--- config.mk ---
export PLATFORM = sky130hd
export DESIGN_NAME = mx_arb_rr_flat
export DESIGN_NICKNAME = d
export VERILOG_FILES = /design/src/rtl/mx_pkg.sv /design/src/rtl/mx_arb_rr_if.sv /design/src/rtl/rr_grant.sv /design/src/rtl/mx_arb_rr.sv /design/src/flat_wrapper.sv
export SDC_FILE = /design/constraint.sdc
export NUM_CORES = 1
export LEC_CHECK = 0
export CAP_MARGIN = 20
export CORE_UTILIZATION = 40
export CTS_CLUSTER_DIAMETER = 80
export DETAILED_ROUTE_END_ITERATION = 8
export GPL_ROUTABILITY_DRIVEN = 0
export PLACE_DENSITY = 0.93
export SLEW_MARGIN = 20
export SYNTH_ARGS = -nofsm -noshare
export SYNTH_HDL_FRONTEND = slang
export SYNTH_SLANG_ARGS = --single-unit
--- constraint.sdc ---
create_clock -name clk -period 4.71 [get_ports clk]
set_input_delay 0.942 -clock clk [delete_from_list [all_inputs] [get_ports clk]]
set_output_delay 0.942 -clock clk [all_outputs]
set_load 0.01 [all_outputs]
--- src/rtl/mx_pkg.sv ---
// Shared constants and helpers for the arbitrating multiplexer.
package mx_pkg;

   // Mode selection for mx_arb_rr
   localparam int MX_MODE_RR  = 0;   // round-robin arbitration
   localparam int MX_MODE_SEL = 1;   // explicit select via i_sel

   // Ceiling log2 with a floor of 1, so a 2-channel mux still gets a 1-bit index.
   function automatic int mx_clog2(input int n);
      int r;
      r = 0;
      for (int i = 0; i < 31; i++) begin
         if ((1 << i) < n) r = i + 1;
      end
      if (r < 1) r = 1;
      return r;
   endfunction

endpackage

--- src/rtl/mx_arb_rr_if.sv ---
// Bundle of the producer-side and consumer-side handshake signals of mx_arb_rr.
//
// Handshake: a word moves across a channel in any cycle where valid and ready
// are both high at the rising edge. Producers raise i_valid[k] with stable
// i_data slice k and hold both until o_ready[k] is seen with it. On the output,
// o_valid/o_data/o_ch stay stable until the consumer samples i_ready high.
interface mx_arb_rr_if
   import mx_pkg::*;
#(
   parameter int WIDTH = 32,
   parameter int NCH   = 4,
   parameter int SELW  = mx_clog2(NCH)
);

   logic [NCH-1:0]       i_valid;
   logic [NCH*WIDTH-1:0] i_data;
   logic [NCH-1:0]       o_ready;
   logic [SELW-1:0]      i_sel;
   logic                 o_valid;
   logic [WIDTH-1:0]     o_data;
   logic [SELW-1:0]      o_ch;
   logic                 i_ready;

   // Arbiter side
   modport slave (
      input  i_valid, i_data, i_sel, i_ready,
      output o_ready, o_valid, o_data, o_ch
   );

   // Producer/consumer side
   modport master (
      output i_valid, i_data, i_sel, i_ready,
      input  o_ready, o_valid, o_data, o_ch
   );

endinterface

--- src/rtl/rr_grant.sv ---
// Round-robin grant: first requester found searching cyclically from ptr+1.
// The cyclic walk is the rotate / priority-find / un-rotate done in one loop.
module rr_grant
   import mx_pkg::*;
#(
   parameter int NCH  = 4,
   parameter int SELW = mx_clog2(NCH)
) (
   input  logic [NCH-1:0]  req,
   input  logic [SELW-1:0] ptr,
   output logic [NCH-1:0]  gnt,
   output logic [SELW-1:0] idx
);

   // Walk channels ptr+1, ptr+2, ... (mod NCH) and grant the first requester
   always_comb begin
      int  k;
      logic found;
      gnt   = '0;
      idx   = '0;
      found = 1'b0;
      k     = 0;
      for (int off = 1; off <= NCH; off++) begin
         k = int'(ptr) + off;
         if (k >= NCH) k = k - NCH;
         if (!found && req[k]) begin
            found  = 1'b1;
            gnt[k] = 1'b1;
            idx    = SELW'(k);
         end
      end
   end

endmodule

--- src/rtl/mx_arb_rr.sv ---
// N-channel arbitrating multiplexer with one registered output stage.
// MODE 0 picks channels round-robin; MODE 1 follows i_sel like a plain mux.
module mx_arb_rr
   import mx_pkg::*;
#(
   parameter int WIDTH = 32,
   parameter int NCH   = 4,
   parameter int MODE  = MX_MODE_RR
) (
   input logic         clk,
   input logic         reset_n,
   mx_arb_rr_if.slave  bus
);

   localparam int SELW = mx_clog2(NCH);

   logic             accept;
   logic             xfer_in;
   logic [NCH-1:0]   grant_raw;
   logic [NCH-1:0]   grant;
   logic [NCH-1:0]   ready;
   logic [SELW-1:0]  grant_idx;
   logic [WIDTH-1:0] data_mux;
   logic             valid_q;
   logic [WIDTH-1:0] data_q;
   logic [SELW-1:0]  ch_q;

   generate
      if (MODE == MX_MODE_RR) begin : g_rr
         logic [SELW-1:0] ptr;
         logic            unused_sel;

         assign unused_sel = ^bus.i_sel;

         rr_grant #(
            .NCH  (NCH),
            .SELW (SELW)
         ) u_grant (
            .req (bus.i_valid),
            .ptr (ptr),
            .gnt (grant_raw),
            .idx (grant_idx)
         );

         // Last-granted channel; reset to NCH-1 so channel 0 wins first
         always_ff @(posedge clk or negedge reset_n) begin
            if (!reset_n)     ptr <= SELW'(NCH - 1);
            else if (xfer_in) ptr <= grant_idx;
         end
      end else begin : g_sel
         // Explicit select; out-of-range i_sel grants nothing
         always_comb begin
            grant_raw = '0;
            if (int'(bus.i_sel) < NCH) grant_raw[bus.i_sel] = bus.i_valid[bus.i_sel];
         end
         assign grant_idx = bus.i_sel;
      end
   endgenerate

   // Grant is suppressed while reset is held so o_ready cannot rise during reset
   assign grant   = reset_n ? grant_raw : '0;
   assign accept  = !valid_q || bus.i_ready;
   assign ready   = accept ? grant : '0;
   assign xfer_in = |(ready & bus.i_valid);

   // AND-OR select of the granted channel slice
   always_comb begin
      data_mux = '0;
      for (int k = 0; k < NCH; k++) begin
         data_mux = data_mux | (bus.i_data[k*WIDTH +: WIDTH] & {WIDTH{grant[k]}});
      end
   end

   // Output stage: load on transfer in, clear valid on a drain with no reload
   always_ff @(posedge clk or negedge reset_n) begin
      if (!reset_n) begin
         valid_q <= 1'b0;
         data_q  <= '0;
         ch_q    <= '0;
      end else if (xfer_in) begin
         valid_q <= 1'b1;
         data_q  <= data_mux;
         ch_q    <= grant_idx;
      end else if (valid_q && bus.i_ready) begin
         valid_q <= 1'b0;
      end
   end

   assign bus.o_ready = ready;
   assign bus.o_valid = valid_q;
   assign bus.o_data  = data_q;
   assign bus.o_ch    = ch_q;

endmodule

--- src/flat_wrapper.sv ---
// flat-port wrapper written by rule: the top's interface ports become plain ports
module mx_arb_rr_flat import mx_pkg::*;
#(
   parameter int WIDTH = 32,
   parameter int NCH   = 4,
   parameter int MODE  = MX_MODE_RR
)
  (clk, reset_n, bus_i_valid, bus_i_data, bus_i_sel, bus_i_ready, bus_o_ready, bus_o_valid, bus_o_data, bus_o_ch);
  mx_arb_rr_if #(.WIDTH(WIDTH), .NCH(NCH)) bus_i ();
  input logic clk;
  input logic reset_n;
  input wire logic [$bits(bus_i.i_valid)-1:0] bus_i_valid;
  input wire logic [$bits(bus_i.i_data)-1:0] bus_i_data;
  input wire logic [$bits(bus_i.i_sel)-1:0] bus_i_sel;
  input wire logic [$bits(bus_i.i_ready)-1:0] bus_i_ready;
  output wire logic [$bits(bus_i.o_ready)-1:0] bus_o_ready;
  output wire logic [$bits(bus_i.o_valid)-1:0] bus_o_valid;
  output wire logic [$bits(bus_i.o_data)-1:0] bus_o_data;
  output wire logic [$bits(bus_i.o_ch)-1:0] bus_o_ch;
  assign bus_i.i_valid = bus_i_valid;
  assign bus_i.i_data = bus_i_data;
  assign bus_i.i_sel = bus_i_sel;
  assign bus_i.i_ready = bus_i_ready;
  assign bus_o_ready = bus_i.o_ready;
  assign bus_o_valid = bus_i.o_valid;
  assign bus_o_data = bus_i.o_data;
  assign bus_o_ch = bus_i.o_ch;
  mx_arb_rr #(.WIDTH(WIDTH), .NCH(NCH), .MODE(MODE)) u_core (.clk(clk), .reset_n(reset_n), .bus(bus_i));
endmodule
### After elaboration in Yosys (flattened, before gate mapping)

Index checks and enable logic that the tools add are counted.

* latch bits: 0
* bits in registers: 37
* output and inout bits: 39
* memories: 0
* memory bits (writable): 0
* bits of input ports: 137
* bits in read-only memories: 0
* logic and storage cells: 89

* muxes and demuxes: 39
* $add $sub $neg: 8
* reductions and logical operators: 15
* bitwise gates (word level): 11
* $lt $le $gt $ge: 12
* div/mod/pow operators: 0
* shifts and indexed selects: 0
* equality and inequality tests: 0
* $mul: 0

Operator list (number)
* AND 32 bit: 4
* greater-or-equal comparator 32 x 1 -> 1 bit (second input constant): 4
* < comparator 32 x 4 -> 1 bit (second input constant): 4
* two-way mux 32 bit: 4
* bitwise OR 32 bit: 3
* greater-or-equal comparator 32 x 4 -> 1 bit (second input constant): 1
* subtractor 32 x 4 -> 32 bit (second input constant): 1
* two-way mux 4 bit: 6
* two-way mux 1 bit: 17
* bitwise OR 4 bit: 3
* binary-select mux 1 bit (select 2 bit): 4
* demux 1 bit (select 2 bit): 4
* logical AND 1 bit: 8
* two-way mux 2 bit: 4
* subtractor 3 x 3 -> 4 bit (second input constant): 2
* adder 2 x 2 -> 3 bit (second input constant): 2
* greater-or-equal comparator 3 bit (second input constant): 2
* subtractor 4 x 3 -> 5 bit (second input constant): 1
* adder 2 x 3 -> 4 bit (second input constant): 1
* AND 4 bit: 1
* greater-or-equal comparator 4 x 3 -> 1 bit (second input constant): 1
* zero test 1 bit: 4
* OR reduction 4 bit: 1
* adder 2 x 1 -> 3 bit (second input constant): 1
* other kinds (2): 2

### Depth between registers and ports, before layout

* depth in word-level cells: 21
* gate-level depth with buffers: 11
* mapped depth without buffers: 8

### Cells and area by module

Synthesis repeated with hierarchy kept, for this count alone.

* cells, all modules: 259
* area, all modules: 2647.5 sq um

Modules (own cells, without submodules)
* mx_arb_rr: cells an instance 203, sequential area each 928.4 sq um, instances 1, area an instance 2179.6 sq um
* rr_grant: cells an instance 56, sequential area each 0.0 sq um, instances 1, area an instance 467.9 sq um

### Worst setup path after synthesis

No wires, ideal clock.

* path type: input port to output port
* start point: in bus_i_valid[0]
* end point: out bus_o_ready[0]
* buffers on the path: 3
* stages: 7
* data required time: 3768 ps
* setup slack: 1024 ps
* arrival: 2744 ps
* cell sequence: clkbuf_1 mux4_2 buf_2 o311ai_1 o21ai_0 clkbuf_1 nor2_1

* longest elaborated chain between the ends: 15
* elaborated cells on any way between the ends: 30
* classes of those cells: mux: 21; bitwise: 3; reduce/logical: 6

RTL lines
* start, declared: line flat_wrapper.sv:12 `input wire logic [$bits(bus_i.i_valid)-1:0] bus_i_valid;`
* binary-select mux 1 bit (select 2 bit): line rr_grant.sv:26 `if (!found && req[k]) begin`
* two-way mux 1 bit (implied by the code) (2 in a row): line rr_grant.sv:26
* two-way mux 1 bit: line rr_grant.sv:26
* zero test 1 bit: line rr_grant.sv:26
* logical AND 1 bit: line rr_grant.sv:26
* two-way mux 1 bit: line rr_grant.sv:26
* zero test 1 bit: line rr_grant.sv:26
* logical AND 1 bit: line rr_grant.sv:26
* two-way mux 1 bit: line rr_grant.sv:26
* zero test 1 bit: line rr_grant.sv:26
* logical AND 1 bit: line rr_grant.sv:26
* two-way mux 4 bit *: line rr_grant.sv:26
* two-way mux 4 bit *: line mx_arb_rr.sv:61 `assign grant = reset_n ? grant_raw : '0;`
* two-way mux 4 bit *: line mx_arb_rr.sv:63 `assign ready = accept ? grant : '0;`
* end, declared: line flat_wrapper.sv:16 `output wire logic [$bits(bus_i.o_ready)-1:0] bus_o_ready;`

Mark *: on every way between the ends. The rest lies on a longest branch, timed or not. The select of a mux whose other input is x is not followed.

### Final worst setup path

* start point: in bus_i_valid[1]
* end point: out bus_o_ready[2]

The elaborated chain is that of the path after synthesis.

==> impl_metrics.yaml <==
clocking:
  cts_max_path_buffers: 2
  htree_levels: 2
  root_buffer: "clkbuf_8"
  ctsHoldBuffers: 0
  cts_tree: "done"
  cts_num_sinks: 37
  clk_latency_ns: 0.29
  path_clk_slew_ns: 0.08
  cts_resized: 0
  cts_buffers: 5
  post-cts-setup-buffers: 0
synthesis:
  synth_area_leaders: "dfrtp_1 27%, o211ai_1 23%, mux2_1 8.9%"
  synth_cell_types: 45
  synthArstFlopShare: 1.00
  synth_edf_count: 0
  ys.flop_type: "dfrtp_1"
  postSynthCellCount: 354
  synth_most_common_cell: "o211ai_1"
  synth_common_cells: "100 x o211ai_1, 40 x inv_1, 35 x dfrtp_1"
  synth_seq_cells: 37
  synth_top_cell_by_area: "dfrtp_1"
  seq_area_frac_synth: 0.283
  syn_area_mm2: 0.00328
  syn_nets: 499
  yosys.area.top_type_share: 0.267
  yosys_warnings: 0
  syn_area_per_cell_um2: 9.26
floorplan:
  core_area_mm2: 0.00781
  start_util: 0.420
  die_area_mm2: 0.00856
  fp.dieW_um: 92.5
  io_pins: 176
  num_rows: 32
  die_h_um: 92.5
timing:
  max_slew_margin: 0.533
  worst_slew_pin_slew_ns: 0.700
  final.period_utilization: 0.947
  post-route-min-period_ns: 4.46
  skew_ns: 0.00810
  finalMaxSlewViolations: 0
  finalSetupTns_ns: 0
  setup_viol: 0
  rsz0062_at_grt: "no"
  finalHoldViolCount: 0
  fmax_ghz: 0.224
power_and_ir_drop:
  ir_drop_v: 0.000376
  leakage_nw: 2.06
  pwr_density_cell_mw_per_mm2: 490
critical_path:
  worst_r2r_endpoint: "u_core.bus.o_data[3]"
  reg2reg_slack_ns: 1.00
  reg2reg_depth: 10
  end_kind: "output pin"
  critPathMaxFanout: 10
  critPathKind: "primary input to output pin"
  required_ns: 3.77
  r2r-start: "u_core.g_rr.ptr[0]"
  setup.worst_path.end: "bus_o_ready[2]"
  crit_path_start: "bus_i_valid[1]"
  startpoint_type: "primary input"
  cp.arrival_ns: 3.52
cells_and_area:
  antenna_cells: 0
  fillerInstances: 605
  layout-drive-gt1-share: 0.0922
  final_util: 0.671
  synthToLayoutAreaGrowth_pct: 59.8
  finalNetCount: 654
job:
  cap_violations: 0
routing:
  drt_iter0_drc: 182
  firstDrtPassIters: 4
  drc: 0
  wl_per_cell_um: 20.4
  routed_wl_um: 12500
  vias: 3728
  viasPerCell: 6.09
  ant_nets: 0
status:
  status: "finished clean"
global_routing:
  overflow: 0
  antenna_found_initial: 0
  grt_pass1_vias: 3913
  grt_pass1_wl_um: 19700
  grt_max_degree: 69
  grt_usage: 0.295
placement:
  dp_hpwl_um: 8850
  io_buffers: 173
hold_path:
  hp-class: "primary input to async pin"
sequential cells by signal, summed over array words and instances, names as in the netlist:
register	flops
u_core.bus.o_valid	1
u_core.bus.o_ch	2
u_core.g_rr.ptr	2
u_core.bus.o_data	32
critical path, cell delays in order:
cell and delay (ns):
clkdlybuf4s50_1 0.65, or3b_1 0.38, a2111o_1 0.56, a21boi_4 0.20
o21ai_0 0.13, nor2_1 0.12, clkdlybuf4s50_1 0.55
area by class of cell:
class / count / area, µm² / share of cell area
multi-input combinational: 235 / 2080 / 0.397
inverter: 41 / 154 / 0.0294
sequential: 37 / 928 / 0.177
timing repair buffer: 189 / 1860 / 0.356
clock buffer: 6 / 72.6 / 0.0139
clock inverter: 2 / 10.0 / 0.00191
tap: 102 / 128 / 0.0244
power breakdown:
group / total [W] / internal (W) / switching [W]
Clock: 0.000221 / 0.000103 / 0.000118
Sequential: 0.000531 / 0.000444 / 0.0000878
Combinational: 0.00181 / 0.000852 / 0.000958
Total: 0.00256 / 0.00140 / 0.00116
layer usage:
layer  GRT usage  up-vias  routed length [µm]
li1            -     1704                   -
met1       0.345     1782                4820
met2       0.524      205                6260
met3      0.0575       37                1000
met4       0.125        0                 397
met5           0        -                   0
how the worst min path moves through the flow:
stage                     startpoint                    end  slack (ns)  cells past startpoint
3_3_place_gp    u_core.bus.o_data[0]   u_core.bus.o_data[0]        0.47                      1
2_1_floorplan   u_core.bus.o_data[0]   u_core.bus.o_data[0]        0.53                      1
4_1_cts                      reset_n     u_core.bus.o_ch[1]        0.48                      1
3_5_place_dp   u_core.bus.o_data[21]  u_core.bus.o_data[21]        0.47                      1
6_report                     reset_n     u_core.bus.o_ch[0]        0.48                      1
5_1_grt                      reset_n     u_core.bus.o_ch[1]        0.48                      1
placed cells by master, fill, tap and decap left out, types with 3 or more instances in the layout:
cell type / count
clkdlybuf4s50_1: 172
o211ai_1: 100
inv_1: 40
dfrtp_1: 35
o2111ai_1: 32
mux2_1: 26
buf_4: 16
ha_1: 8
nor2_1: 7
mux2i_1: 6
mux2_2: 6
nand3b_1: 5
nand2_1: 5
clkbuf_8: 5
nand2b_1: 4
o311ai_4: 4
mux4_2: 3
a21boi_2: 3
o21ai_1: 3
cells by family after synthesis:
group | count (synthesis) | share of synthesized area
AO/OA/AOI/OAI | 154 | 0.379
buffers and inverters | 82 | 0.103
multiplexers | 41 | 0.149
flip-flops | 37 | 0.283
AND/OR/NAND/NOR | 32 | 0.0554
adder cells (fa/ha/maj) | 8 | 0.0305
through the flow:
stage | instances | setup WS (ns) | power (W) | instance area, µm² | hold WS [ns]
2_1_floorplan | 354 | 1.02 | 0.00158 | 3280 | 0.529
6_report | 612 | 0.248 | 0.00256 | 5240 | 0.483
3_5_place_dp | 604 | 0.251 | 0.00233 | 5150 | 0.475
4_1_cts | 612 | 0.259 | 0.00256 | 5240 | 0.480
5_1_grt | 612 | 0.133 | 0.00273 | 5240 | 0.479
3_3_place_gp | 604 | 0.306 | 0.00226 | 5150 | 0.469
Power figures use the tool's default switching activity.
